==> src/rtl/cpu_pkg.sv <==
// ---------------------------------------------------------------------------
// cpu_pkg
// Shared definitions for the CPU program loader slice.
//   PROG_ADDR_W    : word-address width of the instruction/data memory port
//   PROG_DATA_W    : memory word width (four bytes)
//   loader_state_t : program loader FSM states
// ---------------------------------------------------------------------------
package cpu_pkg;

    localparam int PROG_ADDR_W = 11;
    localparam int PROG_DATA_W = 32;

    // CHECK is only reachable when PROG_LOADER_CHECKSUM_EN is defined.
    typedef enum logic [2:0] {
        IDLE  = 3'd0,
        RECV  = 3'd1,
        WRITE = 3'd2,
        CHECK = 3'd3,
        DONE  = 3'd4,
        ERROR = 3'd5
    } loader_state_t;

endpackage

==> src/rtl/prog_loader_if.sv <==
// ---------------------------------------------------------------------------
// prog_loader_if
// Groups the program loader's byte stream and memory write port.
//   byte_data/byte_valid : incoming program bytes (driven by the source)
//   byte_ready           : loader accepts a byte this cycle
//   mem_addr/mem_wdata   : memory write address and data
//   mem_wren             : memory write strobe
// Modports:
//   master : the loader side
//   slave  : the byte source / memory side
// ---------------------------------------------------------------------------
interface prog_loader_if
    import cpu_pkg::*;
#(
    parameter int ADDR_W = PROG_ADDR_W,
    parameter int DATA_W = PROG_DATA_W
);

    logic [7:0]        byte_data;
    logic              byte_valid;
    logic              byte_ready;
    logic [ADDR_W-1:0] mem_addr;
    logic [DATA_W-1:0] mem_wdata;
    logic              mem_wren;

    modport master (
        input  byte_data,
        input  byte_valid,
        output byte_ready,
        output mem_addr,
        output mem_wdata,
        output mem_wren
    );

    modport slave (
        output byte_data,
        output byte_valid,
        input  byte_ready,
        input  mem_addr,
        input  mem_wdata,
        input  mem_wren
    );

endinterface

==> src/rtl/byte_packer.sv <==
// ---------------------------------------------------------------------------
// byte_packer
// Assembles four bytes into a little-endian 32-bit word: the first byte
// accepted lands in [7:0], the fourth in [31:24].
//   clk, rst    : clock, asynchronous active-high reset
//   clear       : drop any partial word and restart the byte counter
//   byte_en     : a byte is accepted this cycle
//   byte_in     : the byte being accepted
//   word_next   : the word as it will look including the current byte
//   word_valid  : pulses with the fourth byte of a word; word_next is then
//                 the complete word
// ---------------------------------------------------------------------------
module byte_packer
    import cpu_pkg::*;
(
    input  logic                   clk,
    input  logic                   rst,
    input  logic                   clear,
    input  logic                   byte_en,
    input  logic [7:0]             byte_in,
    output logic [PROG_DATA_W-1:0] word_next,
    output logic                   word_valid
);

    logic [1:0]  count_q;
    logic [23:0] partial_q;

    // Only the three earlier bytes are stored; the fourth is combined on
    // the fly so the word is available in the same cycle it completes.
    assign word_next  = {byte_in, partial_q};
    assign word_valid = byte_en && (count_q == 2'd3);

    // Shift new bytes in from the top so the oldest ends up lowest.
    always_ff @(posedge clk or posedge rst) begin
        if (rst) begin
            count_q   <= 2'd0;
            partial_q <= 24'd0;
        end else if (clear) begin
            count_q   <= 2'd0;
            partial_q <= 24'd0;
        end else if (byte_en) begin
            count_q   <= count_q + 2'd1;
            partial_q <= {byte_in, partial_q[23:8]};
        end
    end

endmodule

==> src/rtl/prog_loader.sv <==
// ---------------------------------------------------------------------------
// prog_loader
// Receives a program as a byte stream, packs it into little-endian words,
// writes them to consecutive memory addresses and then releases the CPU.
// Optional feature macro: PROG_LOADER_CHECKSUM_EN -- a trailing checksum
// byte (XOR of all data bytes) is checked before the CPU is released;
// a mismatch parks the loader in ERROR.
// Ports:
//   clk, rst       : clock, asynchronous active-high reset
//   start          : one-cycle pulse beginning a load (IDLE/DONE/ERROR only)
//   word_count     : number of words to load, sampled on accepted start
//   base_addr      : first word address, sampled on accepted start
//   pc_in          : CPU start PC, sampled on accepted start
//   bus            : byte stream and memory write port (master modport)
//   cpu_rst_n      : active-low CPU reset, released only in DONE
//   start_pc       : PC presented to the CPU
//   busy/done/err  : status flags
// ---------------------------------------------------------------------------
module prog_loader
    import cpu_pkg::*;
#(
    parameter int ADDR_W = PROG_ADDR_W,
    parameter int DATA_W = PROG_DATA_W
) (
    input  logic              clk,
    input  logic              rst,
    input  logic              start,
    input  logic [ADDR_W-1:0] word_count,
    input  logic [ADDR_W-1:0] base_addr,
    input  logic [ADDR_W-1:0] pc_in,
    prog_loader_if.master     bus,
    output logic              cpu_rst_n,
    output logic [ADDR_W-1:0] start_pc,
    output logic              busy,
    output logic              done,
    output logic              err
);

    loader_state_t state_q, state_d;

    logic [ADDR_W-1:0] wc_q;
    logic [ADDR_W-1:0] base_q;
    logic [ADDR_W-1:0] pc_q;
    logic [ADDR_W-1:0] index_q;
    logic [ADDR_W-1:0] addr_q;
    logic [DATA_W-1:0] wdata_q;

    logic                   byte_ready;
    logic                   mem_wren;
    logic                   accept;
    logic                   start_ok;
    logic                   pack_en;
    logic                   last_word;
    logic [PROG_DATA_W-1:0] word_next;
    logic                   word_valid;

`ifdef PROG_LOADER_CHECKSUM_EN
    logic [7:0] csum_q;
`endif

    assign accept    = bus.byte_valid && byte_ready;
    assign start_ok  = start && ((state_q == IDLE) || (state_q == DONE) ||
                                 (state_q == ERROR));
    assign pack_en   = accept && (state_q == RECV);
    assign last_word = (index_q == (wc_q - ADDR_W'(1)));

    assign bus.byte_ready = byte_ready;
    assign bus.mem_wren   = mem_wren;
    assign bus.mem_addr   = addr_q;
    assign bus.mem_wdata  = wdata_q;
    assign start_pc       = pc_q;

    byte_packer u_packer (
        .clk        (clk),
        .rst        (rst),
        .clear      (start_ok),
        .byte_en    (pack_en),
        .byte_in    (bus.byte_data),
        .word_next  (word_next),
        .word_valid (word_valid)
    );

    // State register.
    always_ff @(posedge clk or posedge rst) begin
        if (rst) begin
            state_q <= IDLE;
        end else begin
            state_q <= state_d;
        end
    end

    // Next-state and status outputs. A zero-length load skips RECV
    // entirely; the CPU stays in reset everywhere except DONE.
    always_comb begin
        state_d    = state_q;
        byte_ready = 1'b0;
        mem_wren   = 1'b0;
        busy       = 1'b0;
        done       = 1'b0;
        err        = 1'b0;
        cpu_rst_n  = 1'b0;
        case (state_q)
            IDLE, DONE, ERROR: begin
                done      = (state_q == DONE);
                cpu_rst_n = (state_q == DONE);
`ifdef PROG_LOADER_CHECKSUM_EN
                err       = (state_q == ERROR);
`endif
                if (start_ok) begin
                    if (word_count == '0) begin
`ifdef PROG_LOADER_CHECKSUM_EN
                        state_d = CHECK;
`else
                        state_d = DONE;
`endif
                    end else begin
                        state_d = RECV;
                    end
                end
            end
            RECV: begin
                busy       = 1'b1;
                byte_ready = 1'b1;
                if (word_valid) begin
                    state_d = WRITE;
                end
            end
            WRITE: begin
                busy     = 1'b1;
                mem_wren = 1'b1;
                if (last_word) begin
`ifdef PROG_LOADER_CHECKSUM_EN
                    state_d = CHECK;
`else
                    state_d = DONE;
`endif
                end else begin
                    state_d = RECV;
                end
            end
`ifdef PROG_LOADER_CHECKSUM_EN
            CHECK: begin
                busy       = 1'b1;
                byte_ready = 1'b1;
                if (accept) begin
                    state_d = (bus.byte_data == csum_q) ? DONE : ERROR;
                end
            end
`endif
            default: begin
                state_d = IDLE;
            end
        endcase
    end

    // Load parameters, word index and the memory port registers. The
    // write address and data are captured as the last byte of a word
    // arrives, so they are valid throughout WRITE and hold afterwards.
    always_ff @(posedge clk or posedge rst) begin
        if (rst) begin
            wc_q    <= '0;
            base_q  <= '0;
            pc_q    <= '0;
            index_q <= '0;
            addr_q  <= '0;
            wdata_q <= '0;
        end else begin
            if (start_ok) begin
                wc_q    <= word_count;
                base_q  <= base_addr;
                pc_q    <= pc_in;
                index_q <= '0;
            end
            if (pack_en && word_valid) begin
                addr_q  <= base_q + index_q;
                wdata_q <= DATA_W'(word_next);
            end
            if ((state_q == WRITE) && !last_word) begin
                index_q <= index_q + ADDR_W'(1);
            end
        end
    end

`ifdef PROG_LOADER_CHECKSUM_EN
    // Running XOR over every data byte of the current load.
    always_ff @(posedge clk or posedge rst) begin
        if (rst) begin
            csum_q <= 8'd0;
        end else if (start_ok) begin
            csum_q <= 8'd0;
        end else if (pack_en) begin
            csum_q <= csum_q ^ bus.byte_data;
        end
    end
`endif

endmodule

==> src/flat_wrapper.sv <==
// flat-port wrapper written by rule: the top's interface ports become plain ports
module prog_loader_flat import cpu_pkg::*;
#(
    parameter int ADDR_W = PROG_ADDR_W,
    parameter int DATA_W = PROG_DATA_W
)
  (clk, rst, start, word_count, base_addr, pc_in, cpu_rst_n, start_pc, busy, done, err, bus_byte_data, bus_byte_valid, bus_byte_ready, bus_mem_addr, bus_mem_wdata, bus_mem_wren);
  prog_loader_if #(.ADDR_W(ADDR_W), .DATA_W(DATA_W)) bus_i ();
  input  logic clk;
  input  logic rst;
  input  logic start;
  input  logic [ADDR_W-1:0] word_count;
  input  logic [ADDR_W-1:0] base_addr;
  input  logic [ADDR_W-1:0] pc_in;
  output logic cpu_rst_n;
  output logic [ADDR_W-1:0] start_pc;
  output logic busy;
  output logic done;
  output logic err;
  input wire logic [$bits(bus_i.byte_data)-1:0] bus_byte_data;
  input wire logic [$bits(bus_i.byte_valid)-1:0] bus_byte_valid;
  output wire logic [$bits(bus_i.byte_ready)-1:0] bus_byte_ready;
  output wire logic [$bits(bus_i.mem_addr)-1:0] bus_mem_addr;
  output wire logic [$bits(bus_i.mem_wdata)-1:0] bus_mem_wdata;
  output wire logic [$bits(bus_i.mem_wren)-1:0] bus_mem_wren;
  assign bus_i.byte_data = bus_byte_data;
  assign bus_i.byte_valid = bus_byte_valid;
  assign bus_byte_ready = bus_i.byte_ready;
  assign bus_mem_addr = bus_i.mem_addr;
  assign bus_mem_wdata = bus_i.mem_wdata;
  assign bus_mem_wren = bus_i.mem_wren;
  prog_loader #(.ADDR_W(ADDR_W), .DATA_W(DATA_W)) u_core (.clk(clk), .rst(rst), .start(start), .word_count(word_count), .base_addr(base_addr), .pc_in(pc_in), .bus(bus_i), .cpu_rst_n(cpu_rst_n), .start_pc(start_pc), .busy(busy), .done(done), .err(err));
endmodule
==> config.mk <==
export PLATFORM = sky130hd
export DESIGN_NAME = prog_loader_flat
export DESIGN_NICKNAME = d
export VERILOG_FILES = /design/src/rtl/cpu_pkg.sv /design/src/rtl/prog_loader_if.sv /design/src/rtl/byte_packer.sv /design/src/rtl/prog_loader.sv /design/src/flat_wrapper.sv
export SDC_FILE = /design/constraint.sdc
export NUM_CORES = 1
export LEC_CHECK = 0
export CAP_MARGIN = 5
export CORE_ASPECT_RATIO = 0.75
export CORE_MARGIN = 4
export CORE_UTILIZATION = 58
export CTS_BUF_LIST = sky130_fd_sc_hd__clkbuf_4
export CTS_CLUSTER_DIAMETER = 30
export DETAILED_ROUTE_END_ITERATION = 10
export GPL_ROUTABILITY_DRIVEN = 0
export PLACE_DENSITY_LB_ADDON = 0.3
export SLEW_MARGIN = 5
export SYNTH_ARGS = -nofsm -noshare
export SYNTH_HDL_FRONTEND = slang
export SYNTH_SLANG_ARGS = --single-unit
export TNS_END_PERCENT = 10
==> constraint.sdc <==
create_clock -name clk -period 9.5 [get_ports clk]
set_clock_uncertainty 0.2 [all_clocks]
set_input_delay 1.9 -clock clk [delete_from_list [all_inputs] [get_ports clk]]
set_output_delay 1.9 -clock clk [all_outputs]
set_load 0.01 [all_outputs]
==> flow_summary.ini, run 1 <==
[cells_and_area]
post-route-util_pct = 74.71
antennaDiodeCount = 0
drive_gt1_share_pct = 11.84
nNetsFinal = 707
fin_cells = 787
final_cell_mix = nand2_1 (160), dfrtp_1 (116), clkdlybuf4s50_1 (103), mux2_2 (34), o21ai_0 (32)
fillers = 678
syn_to_final_growth_pct = 24.85
fin_area_sq_um = 6814
final_common_cell = nand2_1

[synth]
synthArstFlopShare_pct = 100.0
synth_cells = 548
synth_seq_cells = 116
synthAdderAreaFrac_pct = 3.347
yosysWarnings = 0
syn_area_sq_um = 5458
avgSynthCellArea_sq_um = 9.959
yosys.cell_types.count = 55
synth-main-ff-cell = dfrtp_1
synthMuxAreaShare_pct = 7.932
synth-seq-area-share_pct = 53.19
synth-simple-area-share_pct = 20.22
synth_compound_area_share_pct = 8.872
synth_xor_area_share_pct = 3.210
synth-edff-count = 0
synth_top_family_by_area = simple AND/OR/NAND/NOR gates
synth.net_count = 607

[clock_network]
post_cts_buffers = 0
cts_buffers = 17
cts_max_level = 4
cts_tree = yes
clk_pin_slew_ns = 0.10
ctsResizeCount = 0
cts_root_buf = clkbuf_4
cts_buffer_depth = 2
postCtsHoldBufs = 0
clkSinkCount = 116
clock_latency_ns = 0.51

[hold_path]
hold_path_depth = 2
hold_path.class = flip-flop to flip-flop
whs_endpoint = u_core.start_pc[0]
hp-start = u_core.start_pc[0]

[sta]
tightest_slew_ns = 1.170
drv_slew = 0
setup_tns_ns = 0
fin_crit_sh_pct = 46.82
slew_headroom_pct = 22.00
finalSetupViolations = 0
period_needed_ns = 4.448
rsz0062_at_grt = no
finalHoldViolCount = 0
fmax_ghz = 0.2248

[floorplanning]
dieArea_sq_um = 11040
rows = 30
die_x_microns = 120.0
io_pins = 105
start_util_pct = 59.84
die_height_microns = 92.01
core_area_sq_um = 9121

[setup_path]
crit_start = u_core.state_q[1]
worstPathRequired_ns = 7.40
worstPathArrival_ns = 2.35
critPathMaxFanout = 7
start_kind = flip-flop
rrSetupSlack_ns = 5.84
worstRegToRegCells = 9
worstSetupEndpointType = primary output
r2r-end = u_core.index_q[7]
path_class = flip-flop to primary output
worstReg2RegStart = u_core.wc_q[0]

[power]
p_sw_mw = 0.6977
power.internal_mw = 1.252
power_mw = 1.950
irDropWorstVdd_v = 0.0001872
power_density_nw_per_um2 = 286.2
p_seq_share_pct = 43.4
pwr-share-clk_pct = 17.0
comb_power_share_pct = 39.6
sw_frac_of_total_pct = 35.78
leakage_nw = 3.232

[route]
drc = 0
postRouteAntennaNets = 0
routed-via-count = 4350
via_per_inst = 5.527
wl_per_cell_microns = 15.91
dr.pass1.iters = 5
wirelength_microns = 12520
drt_iter0_markers = 339

[global_route]
antenna_found_initial = 0
grt-ovfl-total = 0
grt_usage_pct = 23.93
grt_max_degree = 71
grt_pass1_vias = 4347
grt_pass1_wl_microns = 20910

[place]
hpwlAfterDp_microns = 8913
place_inst = 757
numPortBuffers = 103
postPlaceCellArea_sq_um = 6563

[status]
outcome = complete, no violations

[job]
maxCapViolations = 0
==> synth_stat cells (2+ instances only) <==
cell type  number  share of area, %
nand2_1       160                11
dfrtp_1       116                53
mux2_2         34               7.0
o21ai_0        32               2.9
nand3_1        23               2.1
clkbuf_1       17               1.2
inv_1          14              0.96
ha_1           13               3.0
nor2_1         13              0.89
xnor2_1        12               1.9
xor2_1          8               1.3
nor3_1          7              0.64
a21oi_1         6              0.55
and3_1          6              0.69
nor3b_1         6              0.83
o31ai_1         6              0.83
a211o_1         5              0.80
a21o_1          5              0.69
mux2i_1         5              0.92
and2_1          4              0.46
buf_1           4              0.28
nand2b_1        4              0.46
nor4_1          4              0.46
or3_2           3              0.41
a2111o_1        2              0.41
a21boi_0        2              0.28
a31oi_1         2              0.23
buf_4           2              0.28
buf_6           2              0.41
nand4_1         2              0.23
nand4b_1        2              0.32
nor4b_1         2              0.32
o41ai_1         2              0.32
or2_2           2              0.23
==> metrics by stage <==
| step | worst slack [ns] | hold WS [ns] |
|---|---|---|
| floorplan | 4.328 | 0.2497 |
| global placement | 5.174 | 0.2578 |
| detailed placement | 5.122 | 0.2700 |
| CTS | 5.045 | 0.2937 |
| global route | 4.952 | 0.3180 |
| finish | 5.052 | 0.2858 |
==> worst max-delay path, cell delays in order (launching register included) <==
cell and delay, ns:
dfrtp_1 0.45, or2b_2 0.35, nor2_1 0.40, clkdlybuf4s50_1 0.63
==> cell type report <==
type / instances / area (sq um) / area share, %
tap: 128 / 160.2 / 2.350
inverter: 15 / 58.81 / 0.8630
timing repair buffer: 106 / 1054 / 15.46
sequential: 116 / 2903 / 42.60
multi-input combinational: 392 / 2387 / 35.03
clock buffer: 18 / 135.1 / 1.983
clock inverter: 12 / 116.4 / 1.708
==> registers in the layout, summed over array words and instances (netlist names) <==
register and count:
u_core.index_q 11, u_core.base_q 11, u_core.wc_q 11, u_core.state_q 3
u_core.u_packer.count_q 2, u_core.bus.mem_wdata 32, u_core.bus.mem_addr 11, u_core.u_packer.partial_q 24
u_core.start_pc 11
==> per-layer routing <==
metal  GRT usage (%)  routed length [microns]
met1           32.02                     5568
met2           36.61                     5718
met3           8.878                     1075
met4           7.340                      158
met5               0                        0
==> power groups by stage <==
stage,Clock [mW],Sequential (mW),Combinational [mW]
floorplan,0,0.861,0.394
global placement,0,0.839,0.737
detailed placement,0,0.855,0.772
CTS,0.336,0.846,0.778
global route,0.357,0.878,0.850
finish,0.331,0.847,0.772
==> worst max path at each step <==
stage                                     endpoint  slack, ns  cells after the start
after floorplan                   u_core.base_q[0]       4.33                      1
after global placement    u_core.bus.mem_wdata[20]       5.17                      5
after detailed placement  u_core.bus.mem_wdata[16]       5.12                      5
after CTS                             bus_mem_wren       5.05                      3
after global routing                  bus_mem_wren       4.95                      3
final                                 bus_mem_wren       5.05                      3
==> cells by family after synthesis <==
| family | Yosys count |
|---|---|
| mux | 39 |
| buf+inv | 40 |
| simple gates | 245 |
| xor+xnor | 20 |
| other cells | 1 |
| fa+ha+maj | 14 |
| flops | 116 |
| compound gates | 73 |
Note: power is estimated with default switching activity, not from simulation.
==> run 2: changes to the inputs <==
- CORE_UTILIZATION: 58 -> 54
- clock period: 9.5 -> 4.53 ns (I/O delays scaled with it)
==> flow_summary.ini, run 2 (synthesized netlist as in run 1, its figures left out) <==
[setup_path]
path_class = flip-flop to flip-flop
worstSetupEndpointType = flip-flop
worstRegToRegCells = 9
r2r-end = u_core.index_q[7]
critPathMaxFanout = 16
rrSetupSlack_ns = 0.93
worstPathArrival_ns = 3.83
worstPathRequired_ns = 4.76
start_kind = flip-flop
worstReg2RegStart = u_core.wc_q[0]

[place]
pre_cts_ws_ns = 0.9591
hpwlAfterDp_microns = 8857
place_inst = 763
numPortBuffers = 103

[cells_and_area]
drive_gt1_share_pct = 12.67
antennaDiodeCount = 0
nNetsFinal = 709
fin_cells = 795
largest_reg_flops = 32
final_cell_mix = nand2_1 (160), dfrtp_1 (116), clkdlybuf4s50_1 (103), mux2_2 (34), o21ai_0 (32)
syn_to_final_growth_pct = 26.13
final_common_cell = nand2_1

[route]
postRouteAntennaNets = 0
drt_iter0_markers = 297
drc = 0
via_per_inst = 5.460
wirelength_microns = 12510
wl_per_cell_microns = 15.74
routed-via-count = 4341
dr.pass1.iters = 5

[sta]
fin_crit_sh_pct = 79.57
drv_slew = 0
period_needed_ns = 3.605
finalHoldViolCount = 0
setup_tns_ns = 0
setup_ws_ns = 0.9254
hold_ws_ns = 0.2833
tightest_slew_ns = 0.9925
fmax_ghz = 0.2774
rsz0062_at_grt = no
slew_headroom_pct = 33.83
finalSetupViolations = 0

[power]
power_mw = 4.179
power_density_nw_per_um2 = 607.0
leakage_nw = 3.261
irDropWorstVdd_v = 0.0003185

[floorplanning]
die_x_microns = 124.1
die_height_microns = 95.07
core_area_sq_um = 9774
rows = 31
io_pins = 105
start_util_pct = 55.84
dieArea_sq_um = 11800

[global_route]
grt_max_degree = 83
antenna_found_initial = 0
grt_pass1_vias = 4344
grt_pass1_wl_microns = 21090
grt-ovfl-total = 0
grt_usage_pct = 23.04

[hold_path]
hp-start = u_core.start_pc[2]
hold_path_depth = 2
whs_endpoint = u_core.start_pc[2]
hold_path.class = flip-flop to flip-flop

[clock_network]
cts_buffer_depth = 2
postCtsHoldBufs = 0
clk_pin_slew_ns = 0.11
clock_latency_ns = 0.54
cts_root_buf = clkbuf_4
cts_max_level = 4
cts_buffers = 17
cts_tree = yes
post_cts_buffers = 0
ctsResizeCount = 0
clkSinkCount = 116

[status]
outcome = complete, no violations

[job]
maxCapViolations = 0
-- run 2: power breakdown --
group	switching [mW]	internal (mW)	leakage [nW]
clock network	0.404	0.394	0.160
registers	0.312	1.45	1.48
logic	0.763	0.853	1.62
total	1.48	2.70	3.26
-- run 2: metal layers --
layer | up-vias | global-route usage, % | wire [microns]
met3 | 17 | 7.473 | 1025
met2 | 147 | 34.58 | 5700
li1 | 2081 | - | -
met5 | - | 0 | 0
met1 | 2096 | 32.30 | 5629
met4 | 0 | 6.746 | 155
-- run 2: metrics by stage --
step	instance area (sq um)	utilization [%]
global placement	6583	67.35
finish	6884	70.43
detailed placement	6583	67.35
global route	6884	70.43
CTS	6884	70.43
floorplan	5458	-
-- run 2: cell type report --
type                       instances  area [sq um]
multi-input combinational        392          2387
sequential                       116          2903
timing repair buffer             108          1069
inverter                          15         58.81
clock buffer                      19         142.6
fill                             802          2890
clock inverter                    13         158.9
tap                              132         165.2
-- run 2: worst max-delay path by stage --
stage                         startpoint                 to  slack (ns)  depth (start not counted)
after floorplan                      rst   u_core.base_q[0]        0.35                          1
after global placement    u_core.wc_q[0]  u_core.index_q[7]        1.07                          9
after detailed placement  u_core.wc_q[0]  u_core.index_q[7]        0.96                          9
after CTS                 u_core.wc_q[0]  u_core.index_q[7]        0.96                          9
after global routing      u_core.wc_q[0]  u_core.index_q[7]        0.65                          9
final                     u_core.wc_q[0]  u_core.index_q[7]        0.93                          9
-- run 2: critical path, cell delays in order (launching register included) --
cell     delay [ns]
dfrtp_1        0.43
inv_1          0.10
ha_1           0.19
nor3b_1        0.63
nand3_1        0.18
xnor2_1        0.19
or4b_4         0.55
o31ai_4        0.66
nor3_1         0.11
a221o_1        0.28
==> run 3: changes to the inputs <==
- clock period: 4.53 -> 3.7 ns (I/O delays scaled with it)
==> flow_summary.ini, run 3 (synthesized netlist as in run 1, its figures left out) <==
[floorplanning]
core_area_sq_um = 9774
dieArea_sq_um = 11800
start_util_pct = 55.84
die_x_microns = 124.1
rows = 31
die_height_microns = 95.07
io_pins = 105

[setup_path]
worstSetupEndpointType = flip-flop
path_class = flip-flop to flip-flop
critPathMaxFanout = 12
setup.worst_path.end = u_core.index_q[2]
worstPathRequired_ns = 3.98
start_kind = flip-flop
worstRegToRegCells = 10
crit_start = u_core.wc_q[0]
r2r-end = u_core.index_q[2]
worstPathArrival_ns = 3.75
worstReg2RegStart = u_core.wc_q[0]
rrSetupSlack_ns = 0.24

[cells_and_area]
syn_to_final_growth_pct = 27.17
final_common_cell = nand2_1
nNetsFinal = 713
post-route-util_pct = 71.01
largest_reg_flops = 32
final_cell_mix = nand2_1 (160), dfrtp_1 (116), clkdlybuf4s50_1 (103), mux2_2 (34), o21ai_0 (32)
fillers = 714
fin_cells = 799
antennaDiodeCount = 0
drive_gt1_share_pct = 12.74

[global_route]
grt-ovfl-total = 0
grt_pass1_vias = 4232
grt_max_degree = 80
grt_usage_pct = 22.39
antenna_found_initial = 0
grt_pass1_wl_microns = 20490

[sta]
fmax_ghz = 0.2889
rsz0062_at_grt = no
period_needed_ns = 3.461
fin_crit_sh_pct = 93.54
finalHoldViolCount = 0
slew_headroom_pct = 48.74
drv_slew = 0
setup_tns_ns = 0
tightest_slew_ns = 0.7677
finalSetupViolations = 0

[route]
wl_per_cell_microns = 15.46
routed-via-count = 4341
via_per_inst = 5.433
drt_iter0_markers = 304
wirelength_microns = 12350
drc = 0
dr.pass1.iters = 6
postRouteAntennaNets = 0

[clock_network]
postCtsHoldBufs = 0
cts_max_level = 4
cts_buffer_depth = 2
ctsResizeCount = 0
cts_root_buf = clkbuf_4
clkSinkCount = 116
clock_latency_ns = 0.54
cts_buffers = 17
clk_pin_slew_ns = 0.11
post_cts_buffers = 0
cts_tree = yes

[place]
numPortBuffers = 103
hpwlAfterDp_microns = 8617
place_inst = 767

[power]
power_density_nw_per_um2 = 745.4
sw_frac_of_total_pct = 34.96
pwr-share-clk_pct = 19.8
comb_power_share_pct = 38.5
p_seq_share_pct = 41.7
p_sw_mw = 1.809
power.internal_mw = 3.365
leakage_nw = 3.282
irDropWorstVdd_v = 0.0003480

[hold_path]
hold_path.class = input port to asynchronous set/reset pin

[status]
outcome = complete, no violations

[job]
maxCapViolations = 0
-- run 3: changes by cell type in the layout (fill, tap and decap cells not counted), sizes merged --
cell / change
bufinv: +1
clkbuf: -2
buf: +4
clkinvlp: +1
-- run 3: final cells by class --
class                           instances  area [sq um]  area share (%)
Clock inverter                         15         186.4           2.686
Tap cell                              132         165.2           2.380
Clock buffer                           17         127.6           1.839
Timing Repair Buffer                  112          1111           16.01
Sequential cell                       116          2903           41.82
Inverter                               15         60.06          0.8653
Multi-Input combinational cell        392          2387           34.40
-- run 3: through the flow --
stage | power [mW] | area, sq um | hold WS (ns) | setup WS (ns)
floorplan | 3.224 | 5461 | 0.2497 | 0.5244
global placement | 4.070 | 6626 | 0.2567 | 0.4178
detailed placement | 4.160 | 6626 | 0.2701 | 0.2983
CTS | 5.207 | 6940 | 0.2657 | 0.2581
global route | 5.526 | 6940 | 0.2935 | 0.07483
finish | 5.173 | 6940 | 0.2914 | 0.2392
-- run 3: how the worst min path moves through the flow --
| stage | startpoint | end | slack, ns | cells after the start |
|---|---|---|---|---|
| 5_1_grt | rst | u_core.bus.mem_wdata[22] | 0.29 | 2 |
| 3_5_place_dp | u_core.start_pc[4] | u_core.start_pc[4] | 0.27 | 2 |
| 3_3_place_gp | u_core.start_pc[0] | u_core.start_pc[0] | 0.26 | 2 |
| 6_report | rst | u_core.bus.mem_wdata[22] | 0.29 | 2 |
| 2_1_floorplan | u_core.base_q[0] | u_core.base_q[0] | 0.25 | 2 |
| 4_1_cts | rst | u_core.bus.mem_wdata[22] | 0.27 | 2 |
-- run 3: worst max-delay path, stage by stage (launching register included) --
cell	delay [ns]
dfrtp_1	0.42
inv_1	0.10
ha_1	0.19
nor3b_1	0.61
nand3_1	0.20
xnor2_1	0.20
or4b_4	0.56
o31ai_4	0.32
buf_4	0.26
mux2i_1	0.23
a21o_1	0.14
-- run 3: power groups by stage --
stage | sequential (mW) | clock (mW) | combinational, mW
after floorplan | 2.21 | 0 | 1.01
after global placement | 2.14 | 0 | 1.93
after detailed placement | 2.17 | 0 | 1.99
after CTS | 2.16 | 1.04 | 2.01
after global routing | 2.23 | 1.10 | 2.20
final | 2.16 | 1.02 | 1.99
-- run 3: metal layers --
metal	up-vias	global-route usage [%]	part of all wire, %
li1	2091	-	-
met1	2066	31.20	46
met2	161	33.45	45
met3	23	5.813	7.2
met4	0	9.480	1.7
met5	-	0	0
